## config.mk

```make
export PLATFORM = sky130hd
export DESIGN_NAME = response_misr_monitor
export DESIGN_NICKNAME = d
export VERILOG_FILES = /design/src/rtl/trojan_mon_pkg.sv /design/src/rtl/misr_core.sv /design/src/rtl/response_misr_monitor.sv
export SDC_FILE = /design/constraint.sdc
export NUM_CORES = 1
export LEC_CHECK = 0
export ABC_AREA = 1
export ABC_CLOCK_PERIOD_IN_PS = 1900
export BUFFER_PORTS_ARGS = -buffer_cell sky130_fd_sc_hd__buf_2
export CORE_MARGIN = 2
export CORE_UTILIZATION = 39
export DETAILED_ROUTE_END_ITERATION = 8
export GPL_TIMING_DRIVEN = 0
export PLACE_DENSITY_LB_ADDON = 0.12
export SLEW_MARGIN = 20
export SYNTH_ARGS = -nofsm -noshare
export SYNTH_HDL_FRONTEND = slang
export SYNTH_SLANG_ARGS = --single-unit
```

## constraint.sdc

```tcl
create_clock -name I1470 -period 1.9 [get_ports I1470]
set_input_delay 0.19 -clock I1470 [delete_from_list [all_inputs] [get_ports I1470]]
set_output_delay 0.19 -clock I1470 [all_outputs]
set_load 0.05 [all_outputs]
```

## src/rtl/trojan_mon_pkg.sv

```systemverilog
// Shared definitions for the response MISR monitor: FSM state encoding and
// default MISR polynomial / window length.
package trojan_mon_pkg;

  typedef enum logic [1:0] {
    ST_IDLE = 2'd0,
    ST_RUN  = 2'd1,
    ST_DONE = 2'd2
  } monState_t;

  localparam logic [15:0] DEFAULT_POLY       = 16'h8016;
  localparam int          DEFAULT_WINDOW_LEN = 256;

endpackage

```

## src/rtl/misr_core.sv

```systemverilog
// Single-input MISR register: shifts left, folds the polynomial in when the
// MSB falls out, and injects the new response bit at bit 0.
module misr_core
  import trojan_mon_pkg::*;
#(
  parameter int               WIDTH = 16,
  parameter logic [WIDTH-1:0] POLY  = WIDTH'(DEFAULT_POLY)
) (
  input  logic             clk,
  input  logic             clr,
  input  logic             en,
  input  logic             din,
  output logic [WIDTH-1:0] q
);

  logic [WIDTH-1:0] w_next;

  // Bit 0 of the shifted value is always 0, so concatenating din is the XOR.
  assign w_next = {q[WIDTH-2:0], din} ^ (q[WIDTH-1] ? POLY : '0);

  always_ff @(posedge clk) begin
    if (clr) begin
      q <= '0;
    end else if (en) begin
      q <= w_next;
    end
  end

endmodule

```

## src/rtl/response_misr_monitor.sv

```systemverilog
// Compacts WINDOW_LEN valid response bits into a MISR signature and counts
// bit transitions; optional low-activity flag enabled by macro RARE_EVENT_EN.
module response_misr_monitor
  import trojan_mon_pkg::*;
#(
  parameter int               WIDTH       = 16,
  parameter int               WINDOW_LEN  = DEFAULT_WINDOW_LEN,
  parameter logic [WIDTH-1:0] POLY        = WIDTH'(DEFAULT_POLY),
  parameter int               RARE_THRESH = 2,
  localparam int              CW          = $clog2(WINDOW_LEN + 1)
) (
  input  logic             I1470,
  input  logic             I1477,
  input  logic             start,
  input  logic             resp_valid,
  input  logic             resp_in,
  output logic             busy,
  output logic             done,
  output logic [WIDTH-1:0] signature,
  output logic [CW-1:0]    toggle_cnt,
  output logic             rare_flag
);

  monState_t     r_state;
  logic          r_busy;
  logic          r_done;
  logic [CW-1:0] r_sampleCnt;
  logic [CW-1:0] r_toggleCnt;
  logic          r_prevBit;

  logic          w_startAccept;
  logic          w_accept;
  logic          w_lastSample;
  logic          w_finalSample;
  logic [CW-1:0] w_toggleNext;

  assign w_startAccept = start && (r_state != ST_RUN);
  assign w_accept      = (r_state == ST_RUN) && resp_valid;
  assign w_lastSample  = (r_sampleCnt == CW'(WINDOW_LEN - 1));
  assign w_finalSample = w_accept && w_lastSample;
  assign w_toggleNext  = r_toggleCnt + CW'(resp_in ^ r_prevBit);

  misr_core #(
    .WIDTH (WIDTH),
    .POLY  (POLY)
  ) u_misr (
    .clk (I1470),
    .clr (I1477 | w_startAccept),
    .en  (w_accept),
    .din (resp_in),
    .q   (signature)
  );

  // Start is only honoured outside RUN; the start-cycle sample is dropped.
  always_ff @(posedge I1470) begin
    if (I1477) begin
      r_state     <= ST_IDLE;
      r_busy      <= 1'b0;
      r_done      <= 1'b0;
      r_sampleCnt <= '0;
      r_toggleCnt <= '0;
      r_prevBit   <= 1'b0;
    end else begin
      case (r_state)
        ST_RUN: begin
          if (resp_valid) begin
            r_sampleCnt <= r_sampleCnt + CW'(1);
            r_toggleCnt <= w_toggleNext;
            r_prevBit   <= resp_in;
            if (w_lastSample) begin
              r_state <= ST_DONE;
              r_busy  <= 1'b0;
              r_done  <= 1'b1;
            end
          end
        end
        default: begin
          if (start) begin
            r_state     <= ST_RUN;
            r_busy      <= 1'b1;
            r_done      <= 1'b0;
            r_sampleCnt <= '0;
            r_toggleCnt <= '0;
            r_prevBit   <= 1'b0;
          end
        end
      endcase
    end
  end

  assign busy       = r_busy;
  assign done       = r_done;
  assign toggle_cnt = r_toggleCnt;

`ifdef RARE_EVENT_EN
  localparam logic [31:0] RARE_LIMIT = 32'(RARE_THRESH);

  logic r_rare;

  // Judged on the final transition count as the run enters DONE.
  always_ff @(posedge I1470) begin
    if (I1477 || w_startAccept) begin
      r_rare <= 1'b0;
    end else if (w_finalSample) begin
      r_rare <= (32'(w_toggleNext) < RARE_LIMIT);
    end
  end

  assign rare_flag = r_rare;
`else
  assign rare_flag = 1'b0;
`endif

endmodule
```

After elaboration in Yosys (flattened, before gate mapping)
Index checks and enable logic that the tools add are counted.
Widths: inputs -> output; s select.
Storage, ports and cells
  register bits after elaboration: 39
  latch bits: 0
  bits in writable memories: 0
  memory bits (read-only): 0
  bits of input ports: 5
  output and inout bits: 28
  word-level logic and storage cells: 42
  memories: 0
Cells by class
  add/sub/neg operators: 2
  $mul: 0
  div/mod/pow operators: 0
  order comparisons: 0
  equal/unequal tests: 5
  shifts and indexed selects: 0
  muxes and demuxes: 20
  bitwise operators: 3
  reductions and logical operators: 5
Operators by type and width (count)
  $mux 9: 5
  $mux 16: 1
  $xor 16x16->16: 1
  $mux 1: 10
  $add 9x1->9: 1
  $add 9x1->9 const B: 1
  $eq 9x8->1 const B: 1
  $mux 2: 4
  $ne 2x2->1 const B: 2
  $reduce_and 3->1: 1
  $eq 2x1->1 const B: 1
  $logic_and 1x1->1: 2
  $ne 2x1->1 const B: 1
  $reduce_and 2->1: 1
  $reduce_bool 2->1: 1
  $or 1x1->1: 1
  $xor 1x1->1: 1

Longest topological paths before layout
  depth after elaboration: 4
  mapped depth: 10
  depth with buffers taken out: 10

Hierarchy
A second synthesis with hierarchy kept.
Unflattened totals
  cells, all modules: 244
  area total of the unflattened synthesis: 1816.7 sq um
Modules (own cells, without submodules)
  response_misr_monitor: times used 1, cells each 150, area each 1083.5 sq um, seq. area each 420.4 sq um
  misr_core: times used 1, cells each 94, area each 733.2 sq um, seq. area each 320.3 sq um

Worst setup path after synthesis
Ideal clock, no wire load.
  path kind: register to register
  start: reg r_toggleCnt[0], in the netlist toggle_cnt[0]
  end: reg r_toggleCnt[8], in the netlist toggle_cnt[8]
  library setup time: 0.114 ns
  arrival: 1.653 ns
  required time: 1.786 ns
  path slack: 0.133 ns
  stages on the path, launching flop included: 10
  path buffers: 0
  clock period less this slack: 1.767 ns
  path through: dfxtp_1 -> ha_1 -> ha_1 -> nand2_1 -> nor2_1 -> nand2_1 -> nor2_1 -> nand2_1 -> nand2_1 -> nor2_1
On the way
  longest elaborated chain between the ends: 3
Ends and longest elaborated chain
  from (decl): line response_misr_monitor.sv:28  | logic [CW-1:0] r_toggleCnt;
  from (signal assigned): line response_misr_monitor.sv:68  | r_toggleCnt <= w_toggleNext;
  $add 9x1->9: line response_misr_monitor.sv:41  | assign w_toggleNext = r_toggleCnt + CW'(resp_in ^ r_prevBit);
  $mux 9: line response_misr_monitor.sv:66  | if (resp_valid) begin
  $mux 9: line response_misr_monitor.sv:64  | case (r_state)
Every way passes these cells. The select of a mux whose other input is x is not followed.
A chain may end at the register's enable or synchronous reset.

Final worst setup path
  start: reg r_prevBit
  end: reg r_toggleCnt[8], in the netlist toggle_cnt[8]
On the way
  longest elaborated chain between the ends: 4
Ends and longest elaborated chain
  from (decl): line response_misr_monitor.sv:29  | logic r_prevBit;
  from (signal assigned): line response_misr_monitor.sv:69  | r_prevBit <= resp_in;
  $xor 1x1->1: line response_misr_monitor.sv:41
  $add 9x1->9: line response_misr_monitor.sv:41
  $mux 9: line response_misr_monitor.sv:66
  $mux 9: line response_misr_monitor.sv:64
Every way passes these cells. The select of a mux whose other input is x is not followed.

==> flow_metrics.env <==
export IMPL_postRouteAntennaNets=0
export IMPL_die_area_sq_um=4950
export IMPL_root_buffer="clkbuf_8"
export IMPL_multi_input_area_sq_um=764
export IMPL_htreeDepth=2
export IMPL_dp_hpwl_um=2620
export IMPL_synth_edff_count=0
export IMPL_peakVddDrop_mv=0.372
export IMPL_clock_skew_ns=0.00558
export IMPL_rows=24
export IMPL_seq_area_sq_um=741
export IMPL_grt_max_degree=12
export IMPL_die_h_um=70.4
export IMPL_routedWlPerCell_um=10.8
export IMPL_async_reset_ff_frac=0
export IMPL_drc=0
export IMPL_start_util=0.400
export IMPL_hp_class="in -> reg"
export IMPL_synth_seq_cells=37
export IMPL_pre_cts_slack_ns=0.246
export IMPL_ctsResizeCount=0
export IMPL_ys_types=25
export IMPL_fin_crit_sh=0.878
export IMPL_criticalPathCategory="reg -> reg"
export IMPL_mostFrequentLayoutCell="nand2_1"
export IMPL_grt_antenna_before_repair=0
export IMPL_routed_wl_um=3510
export IMPL_syn2layout_area_growth_pct=17.3
export IMPL_clk_latency_ns=0.29
export IMPL_syn_area_sq_um=1720
export IMPL_drtIter0Drc=70
export IMPL_vias=1522
export IMPL_die_w_um=70.4
export IMPL_place_inst=317
export IMPL_grt_pass1_wl_um=5800
export IMPL_rsz0062_at_grt="no"
export IMPL_postCtsSetupBuffers=0
export IMPL_ys_top_cells_by_area="dfxtp_1 (43%), nand2_1 (15%), a21oi_1 (9.3%)"
export IMPL_numCtsBuffers=5
export IMPL_whs_ns=0.190
export IMPL_max_cap_violations=0
export IMPL_arrival_ns=1.85
export IMPL_cts_tree="built"
export IMPL_fin_nets=281
export IMPL_ioPinCount=33
export IMPL_yosys_area_top_type="dfxtp_1"
export IMPL_viasPerCell=4.68
export IMPL_hold_violations=0
export IMPL_layout_common_cells="nand2_1 (68), dfxtp_1 (37), buf_2 (33), a21oi_1 (32), nor2_1 (19)"
export IMPL_worstPathMaxFanout=4
export IMPL_postLayoutSetupSlackWorst_ns=0.232
export IMPL_routabilityCongestion=0.749
export IMPL_cellLeakagePower_nw=0.870
export IMPL_clk_pin_slew_worst_paths_ns=0.07
export IMPL_grt_overflow_total=0
export IMPL_port_buffers=30
export IMPL_grt_use_total=0.149
export IMPL_tns_ns=0
export IMPL_setup_violations=0
export IMPL_synth_top_area_frac=0.431
export IMPL_power_mw=1.44
export IMPL_grt_pass1_vias=1278
export IMPL_firstDrtPassIters=4
export IMPL_synth_ff_type="dfxtp_1"
export IMPL_synth_cells=235
export IMPL_coreArea_sq_um=4290
export IMPL_syn_avg_cell_area_sq_um=7.31
export IMPL_synthesis_nets=244
export IMPL_ys_warn_count=0
export IMPL_p_per_area_nw_per_um2=713
export IMPL_startpoint_type="flop"
export IMPL_drive_above_1_share=0.238
export IMPL_antenna_cells=0
export IMPL_max_freq_mhz=599
export IMPL_slew_viol_final=0
export IMPL_cp_required_ns=2.08
export IMPL_status="finished clean"
export IMPL_placed_area_sq_um=1930
export IMPL_postLayoutCellArea_sq_um=2020
export IMPL_utilization=0.469
export IMPL_finalNonFillerCells=325
export IMPL_n_fill_cell=470
export IMPL_cts_sinks=37
export IMPL_layout_min_cycle_time_ns=1.67
export IMPL_seq_area_frac_synth=0.431
export IMPL_ctsHoldBuffers=0
export IMPL_endpoint_kind="flop"
export IMPL_clk_path_buf_depth=2
[synth_stat cells, types with 2 or more instances]
cell type / number
a21oi_1: 32
inv_1: 17
nor3_1: 2
nand3_1: 9
xor2_1: 3
buf_4: 14
ha_1: 4
o21ai_0: 11
nand2_2: 2
nor2_1: 19
nand2_1: 68
clkinv_2: 2
dfxtp_1: 37
nand2_4: 2
buf_2: 3
[cells by family (layout without fill, tap and decap cells)]
logic type               Yosys count  in the layout  synth area share
flip-flops                        37             37             0.431
AND/OR/NAND/NOR                  106            106             0.264
AO/OA/AOI/OAI                     45             45             0.134
other                              1              1           0.00218
adder cells (fa/ha/maj)            4              4            0.0291
buffers and inverters             39             77             0.124
XOR/XNOR                           3              3            0.0153
[registers in the layout (all words and copies together), names as in the netlist]
signal / cells
r_state: 2
r_prevBit: 1
u_misr.q: 16
r_sampleCnt: 9
toggle_cnt: 9
[where the power goes]
part | switching (mW) | internal (mW)
logic | 0.0897 | 0.0346
clock network | 0.269 | 0.254
registers | 0.00747 | 0.783
[final timing paths]
| check | start | cells after the start | endpoint | slack (ns) |
|---|---|---|---|---|
| worst min register to register | r_prevBit$_SDFFE_PP0P_ | 2 | r_prevBit$_SDFFE_PP0P_ | 0.48 |
| worst max-delay path | r_prevBit$_SDFFE_PP0P_ | 10 | toggle_cnt[8]$_SDFFE_PP0P_ | 0.23 |
| worst min-delay path | resp_in | 3 | u_misr.q[0]$_SDFFE_PP0P_ | 0.19 |
| worst max register to register | r_prevBit$_SDFFE_PP0P_ | 10 | toggle_cnt[8]$_SDFFE_PP0P_ | 0.23 |
[layout make-up]
class                   count  area share
multi-input cells         159       0.379
plain buffers              19      0.0670
well taps                  52      0.0323
flip-flops and latches     37       0.367
inverters                  20      0.0385
repair buffers             30      0.0745
clock buffers               6      0.0360
clock inverters             2     0.00497
[worst max-delay path, cell delays in order, from the launching register on]
cell     delay (ns)
dfxtp_1        0.34
xor2_1         0.15
ha_1           0.21
ha_1           0.18
nand2_1        0.07
nor2_1         0.25
nand2_1        0.09
nor2_1         0.12
nand2_1        0.06
nand2_1        0.05
nor2_1         0.04
[routing by layer]
layer	track usage	share of wire
met1	0.201	0.50
met3	0.0390	0.049
met2	0.216	0.43
met5	0	0
met4	0.0769	0.017
Note: power is estimated with default switching activity, not from simulation.
